File: src/rtl/wb_trace_pkg.sv
// Shared types and constants for the writeback commit tracer.
package wb_trace_pkg;

    localparam int XLEN_DEF   = 32;
    localparam int SEQW_DEF   = 16;
    localparam int RD_W       = 5;
    localparam int DROP_CNT_W = 16;

    // Default-width trace record: one committed register write.
    typedef struct packed {
        logic [XLEN_DEF-1:0] pc;
        logic [RD_W-1:0]     rd;
        logic [XLEN_DEF-1:0] data;
        logic [SEQW_DEF-1:0] seq;
    } trace_rec_t;

    // Increment that sticks at all-ones instead of wrapping.
    function automatic logic [DROP_CNT_W-1:0] sat_inc(input logic [DROP_CNT_W-1:0] v);
        return (v == '1) ? v : v + 1'b1;
    endfunction

endpackage

File: src/rtl/trace_fifo.sv
// First-word-fall-through FIFO of trace records. The head entry is visible
// on dout_o whenever the FIFO is not empty; dout_o reads as zero when empty.
// A push into a full FIFO is accepted only if a pop happens in the same cycle.
module trace_fifo
    import wb_trace_pkg::*;
#(
    parameter int  DEPTH = 8,
    parameter type rec_t = trace_rec_t
) (
    input  logic                   clock_i,
    input  logic                   reset_ni,
    input  logic                   push_i,
    input  logic                   pop_i,
    input  rec_t                   din_i,
    output rec_t                   dout_o,
    output logic                   full_o,
    output logic                   empty_o,
    output logic [$clog2(DEPTH):0] level_o
);

    localparam int AW = $clog2(DEPTH);

    rec_t            mem_q [DEPTH];
    logic [AW-1:0]   wr_ptr_q;
    logic [AW-1:0]   rd_ptr_q;
    logic [AW:0]     level_q;
    logic            do_push;
    logic            do_pop;

    assign empty_o = (level_q == '0);
    assign full_o  = (level_q == (AW+1)'(DEPTH));
    assign do_pop  = pop_i && !empty_o;
    assign do_push = push_i && (!full_o || do_pop);
    assign dout_o  = empty_o ? '0 : mem_q[rd_ptr_q];
    assign level_o = level_q;

    // Record storage; no reset needed since contents are masked while empty.
    always_ff @(posedge clock_i) begin
        if (do_push) begin
            mem_q[wr_ptr_q] <= din_i;
        end
    end

    // Pointer and occupancy tracking; pointers wrap naturally (DEPTH is 2^n).
    always_ff @(posedge clock_i or negedge reset_ni) begin
        if (!reset_ni) begin
            wr_ptr_q <= '0;
            rd_ptr_q <= '0;
            level_q  <= '0;
        end else begin
            if (do_push) wr_ptr_q <= wr_ptr_q + 1'b1;
            if (do_pop)  rd_ptr_q <= rd_ptr_q + 1'b1;
            case ({do_push, do_pop})
                2'b10:   level_q <= level_q + 1'b1;
                2'b01:   level_q <= level_q - 1'b1;
                default: level_q <= level_q;
            endcase
        end
    end

endmodule

File: src/rtl/wb_commit_tracer.sv
// Writeback commit tracer: captures committed register writes, tags them with
// a sequence number and streams them out through a FWFT FIFO.
// Build option: define TRACE_X0_WRITES_EN to also trace writes to x0.
module wb_commit_tracer
    import wb_trace_pkg::*;
#(
    parameter int XLEN  = XLEN_DEF,
    parameter int DEPTH = 8,
    parameter int SEQW  = SEQW_DEF
) (
    input  logic                   clock,
    input  logic                   reset,
    input  logic                   w_enable,
    input  logic [XLEN-1:0]        w_pc,
    input  logic [RD_W-1:0]        w_destination,
    input  logic [XLEN-1:0]        w_data,
    output logic                   trace_valid,
    input  logic                   trace_ready,
    output logic [XLEN-1:0]        trace_pc,
    output logic [RD_W-1:0]        trace_rd,
    output logic [XLEN-1:0]        trace_data,
    output logic [SEQW-1:0]        trace_seq,
    output logic                   overflow,
    output logic [DROP_CNT_W-1:0]  drop_count,
    output logic [$clog2(DEPTH):0] level
);

    typedef struct packed {
        logic [XLEN-1:0] pc;
        logic [RD_W-1:0] rd;
        logic [XLEN-1:0] data;
        logic [SEQW-1:0] seq;
    } rec_t;

    logic                  capture;
    logic                  pop;
    logic                  drop;
    logic                  fifo_full;
    logic                  fifo_empty;
    rec_t                  rec_in;
    rec_t                  rec_out;
    logic [SEQW-1:0]       seq_q, seq_d;
    logic                  overflow_q, overflow_d;
    logic [DROP_CNT_W-1:0] drop_cnt_q, drop_cnt_d;

`ifdef TRACE_X0_WRITES_EN
    assign capture = w_enable;
`else
    assign capture = w_enable && (w_destination != '0);
`endif

    assign pop  = trace_valid && trace_ready;
    // A capture is lost only when the FIFO is full and nothing leaves this cycle.
    assign drop = capture && fifo_full && !pop;

    assign rec_in = '{pc: w_pc, rd: w_destination, data: w_data, seq: seq_q};

    // Next-state for sequence number and drop bookkeeping.
    always_comb begin
        seq_d      = capture ? seq_q + 1'b1 : seq_q;
        overflow_d = overflow_q | drop;
        drop_cnt_d = drop ? sat_inc(drop_cnt_q) : drop_cnt_q;
    end

    // State registers; drop status is sticky until reset.
    always_ff @(posedge clock or negedge reset) begin
        if (!reset) begin
            seq_q      <= '0;
            overflow_q <= 1'b0;
            drop_cnt_q <= '0;
        end else begin
            seq_q      <= seq_d;
            overflow_q <= overflow_d;
            drop_cnt_q <= drop_cnt_d;
        end
    end

    trace_fifo #(
        .DEPTH (DEPTH),
        .rec_t (rec_t)
    ) u_fifo (
        .clock_i  (clock),
        .reset_ni (reset),
        .push_i   (capture),
        .pop_i    (trace_ready),
        .din_i    (rec_in),
        .dout_o   (rec_out),
        .full_o   (fifo_full),
        .empty_o  (fifo_empty),
        .level_o  (level)
    );

    assign trace_valid = !fifo_empty;
    assign trace_pc    = rec_out.pc;
    assign trace_rd    = rec_out.rd;
    assign trace_data  = rec_out.data;
    assign trace_seq   = rec_out.seq;
    assign overflow    = overflow_q;
    assign drop_count  = drop_cnt_q;

endmodule

File: config.mk
export PLATFORM = sky130hd
export DESIGN_NAME = wb_commit_tracer
export DESIGN_NICKNAME = d
export VERILOG_FILES = /design/src/rtl/wb_trace_pkg.sv /design/src/rtl/trace_fifo.sv /design/src/rtl/wb_commit_tracer.sv
export SDC_FILE = /design/constraint.sdc
export NUM_CORES = 1
export LEC_CHECK = 0
export CAP_MARGIN = 20
export CORE_ASPECT_RATIO = 0.75
export CORE_UTILIZATION = 40
export CTS_CLUSTER_SIZE = 12
export DETAILED_ROUTE_END_ITERATION = 7
export GPL_ROUTABILITY_DRIVEN = 0
export PLACE_DENSITY_LB_ADDON = 0.25
export SYNTH_ARGS = -nofsm -noshare
export SYNTH_HDL_FRONTEND = slang
export SYNTH_SLANG_ARGS = --single-unit
File: constraint.sdc
create_clock -name clock -period 21.1 [get_ports clock]
set_clock_uncertainty 0.1 [all_clocks]
set_input_delay 2.11 -clock clock [delete_from_list [all_inputs] [get_ports clock]]
set_output_delay 2.11 -clock clock [all_outputs]
set_load 0.005 [all_outputs]
==> flow_metrics.py <==
metrics = {
    "die": {
        "placeable_core_region_um2": 68600,
        "design.portCount": 180,
        "die_h_um": 230,
        "floorplan.rows": 83,
        "die_area_um2": 70700,
        "start_util": 0.406,
        "die_width_um": 307,
    },
    "synth": {
        "ys_seq_area_frac": 0.772,
        "post-synth-top-area-cell": "sky130_fd_sc_hd__edfxtp_1",
        "synth_cell_types": 43,
        "syn-num-nets": 1365,
        "synth_area_leaders": "sky130_fd_sc_hd__edfxtp_1 73%, sky130_fd_sc_hd__mux4_2 14%, sky130_fd_sc_hd__dfrtp_1 3.9%, sky130_fd_sc_hd__mux2i_1 3.1%, sky130_fd_sc_hd__nor2_1 1.4%",
        "synth-edff-count": 680,
        "synth_area_per_cell_um2": 21.7,
        "mappedNetlistArea_um2": 27800,
        "yosys_most_used_dff": "sky130_fd_sc_hd__edfxtp_1",
        "async_flop_share": 0.0595,
        "ys_ff_latch": 723,
        "ys.warnings.count": 0,
        "yosys_top_cell_area_share": 0.733,
        "synth_cells": 1285,
    },
    "sta": {
        "hold_viol": 0,
        "max-slew-margin-rel": 0.255,
        "finalWorstPathRequiredPeriod_ps": 6520,
        "timing.fmax_ghz": 0.153,
        "grt_setup_unrepaired": "false",
        "setup_total_negative_slack_ps": 0,
        "timing.final.ws_setup_ps": 14580,
        "worst_pin_slew_ps": 1120,
        "final_min_period_over_clock_period": 0.309,
        "setup-violations-final": 0,
        "timing.final.max_slew_violations": 0,
        "hold_slack_ps": 400,
    },
    "drt": {
        "vias": 12971,
        "drt_drc": 0,
        "postRouteWirelength_mm": 58.5,
        "routedWlPerCell_um": 23.6,
        "first_iter_violations": 838,
        "antenna_violating_nets_post_route": 0,
        "via_per_inst": 5.22,
        "drt_first_pass_iters": 5,
    },
    "grt": {
        "grt_usage": 0.168,
        "grt_pass1_vias": 13960,
        "antenna_found_initial": 4,
        "grt_start_max_net_pins": 72,
        "grt_first_pass_wirelength_mm": 88.3,
        "global_route.overflow_total": 0,
    },
    "cts": {
        "clock_tree.buffer_depth": 3,
        "numClockSinks": 723,
        "clock_slew_at_the_register_clock_pins_of_the_worst_setup_and_hold_paths_ps": 60,
        "cts_tree": "built",
        "post_cts_resized": 0,
        "clock-root-buffer": "sky130_fd_sc_hd__clkbuf_16",
        "hold_buffers": 0,
        "htree_num_levels": 3,
        "cts_inserted_buffers": 74,
        "clk_latency_ps": 600,
        "cts_setup_buffers": 0,
    },
    "finish": {
        "layout.area.seq_um2": 21500,
        "final_standard_cell_count_with_taps_included_and_fillers_excluded": 2484,
        "layout.cells.most_common_list": "680 x sky130_fd_sc_hd__edfxtp_1, 178 x sky130_fd_sc_hd__clkdlybuf4s50_1, 170 x sky130_fd_sc_hd__mux4_2, 97 x sky130_fd_sc_hd__nor2_1, 85 x sky130_fd_sc_hd__mux2i_1",
        "fill_cells": 5616,
        "finish.utilization": 0.480,
        "final_area_um2": 33000,
        "multi_input_area_um2": 6100,
        "proportion_of_layout_cells_with_a_drive_suffix_above_1": 0.196,
        "layout.cells.most_common": "sky130_fd_sc_hd__edfxtp_1",
        "syn2layout_area_growth_pct": 18.4,
        "numnets_final": 1582,
    },
    "critical_path": {
        "worst_ep_arrival_time_ps": 4310,
        "worstPathRequired_ps": 18890,
        "crit_end_element": "output pin",
        "critical_path.startpoint_type": "flip-flop",
        "worstSetupPathType": "reg2out",
        "path_max_fanout": 43,
    },
    "placement": {
        "placement_stage_cell_area_um2": 30800,
        "place.port_buffers": 179,
        "post_detail_place_hpwl_mm": 31.9,
        "dp.cells": 2359,
        "placement.setup.worst_slack_ps": 14440,
    },
    "power": {
        "power_density_nw_per_um2": 139,
        "vdd_drop_max_v": 0.0000870,
        "power.leakage_nw": 10.8,
        "design_power_total_mw": 4.58,
    },
    "flow_run": {
        "maxCapViolCount": 0,
    },
    "run_status": {
        "status": "completed",
    },
    "hold_path": {
        "min_path_type": "reg2reg",
    },
}
[critical path, cell delays in order, from the launching register on]
cell and delay, ps:
sky130_fd_sc_hd__dfrtp_4 660, sky130_fd_sc_hd__buf_4 720, sky130_fd_sc_hd__buf_4 810, sky130_fd_sc_hd__mux4_2 590, sky130_fd_sc_hd__mux2i_1 240, sky130_fd_sc_hd__nor2_1 110
sky130_fd_sc_hd__clkdlybuf4s50_1 500
[synth_stat cells, drive strengths merged (3+ instances only)]
library cell,count
clkbuf,18
ha,6
dfrtp,43
nand2b,3
and3,5
mux4,170
mux2,4
nor3,8
inv,7
o21ai,4
mux2i,85
xnor2,26
nand4,14
xor2,9
nand2,21
edfxtp,680
nor2,104
buf,44
or3,3
nand3,13
[logic make-up (layout without fill, tap and decap cells)]
logic type	count (synthesis)	count (layout)	share of synthesized area
multiplexers	259	259	0.170
AO/OA/AOI/OAI	15	15	0.00436
other	0	2	0
flip-flops	723	723	0.772
XOR/XNOR	35	35	0.0110
AND/OR/NAND/NOR	177	177	0.0284
buffers and inverters	69	331	0.0110
adder cells (fa/ha/maj)	7	7	0.00342
[sequential cells by signal, indices dropped and copies added (netlist names)]
signal,cells
u_fifo.level_o,4
u_fifo.wr_ptr_q,3
overflow,1
u_fifo.rd_ptr_q,3
seq_q,16
u_fifo.mem_q,680
drop_count,16
[cell type report]
cell class	instances	share of cell area
Antenna cell	2	0.000152
Sequential cell	723	0.653
Inverter	7	0.000797
Clock buffer	104	0.0609
Tap cell	935	0.0355
Timing Repair Buffer	203	0.0607
Multi-Input combinational cell	493	0.185
Clock inverter	17	0.00433
[routing by layer]
layer	vias to the layer above	part of all wire	track usage
li1	5696	-	-
met1	6906	0.46	0.239
met2	293	0.46	0.259
met3	74	0.059	0.0456
met4	2	0.014	0.0386
met5	-	0.00022	0
[final timing paths]
path | startpoint | end | slack, ps | depth (start not counted)
max in group asynchronous | reset | u_fifo.rd_ptr_q[2]$_DFFE_PN0P_ | 19120 | 2
worst max register to register | u_fifo.level_o[1]$_DFFE_PN0P_ | u_fifo.mem_q[7][20]$_DFFE_PP_ | 17370 | 6
worst min register to register | overflow$_DFF_PN0_ | overflow$_DFF_PN0_ | 400 | 1
min in group asynchronous | reset | drop_count[14]$_DFFE_PN0P_ | 1280 | 1
worst max-delay path | u_fifo.rd_ptr_q[0]$_DFFE_PN0P_ | trace_seq[14] | 14580 | 6
worst min-delay path | overflow$_DFF_PN0_ | overflow$_DFF_PN0_ | 400 | 1
[power breakdown]
group | switching [mW] | internal [mW] | total (mW)
combinational | 0.692 | 0.760 | 1.45
clock | 0.518 | 0.674 | 1.19
sequential | 0.129 | 1.80 | 1.93
total | 1.34 | 3.24 | 4.58
No activity file was read; power rests on OpenSTA's default activity.
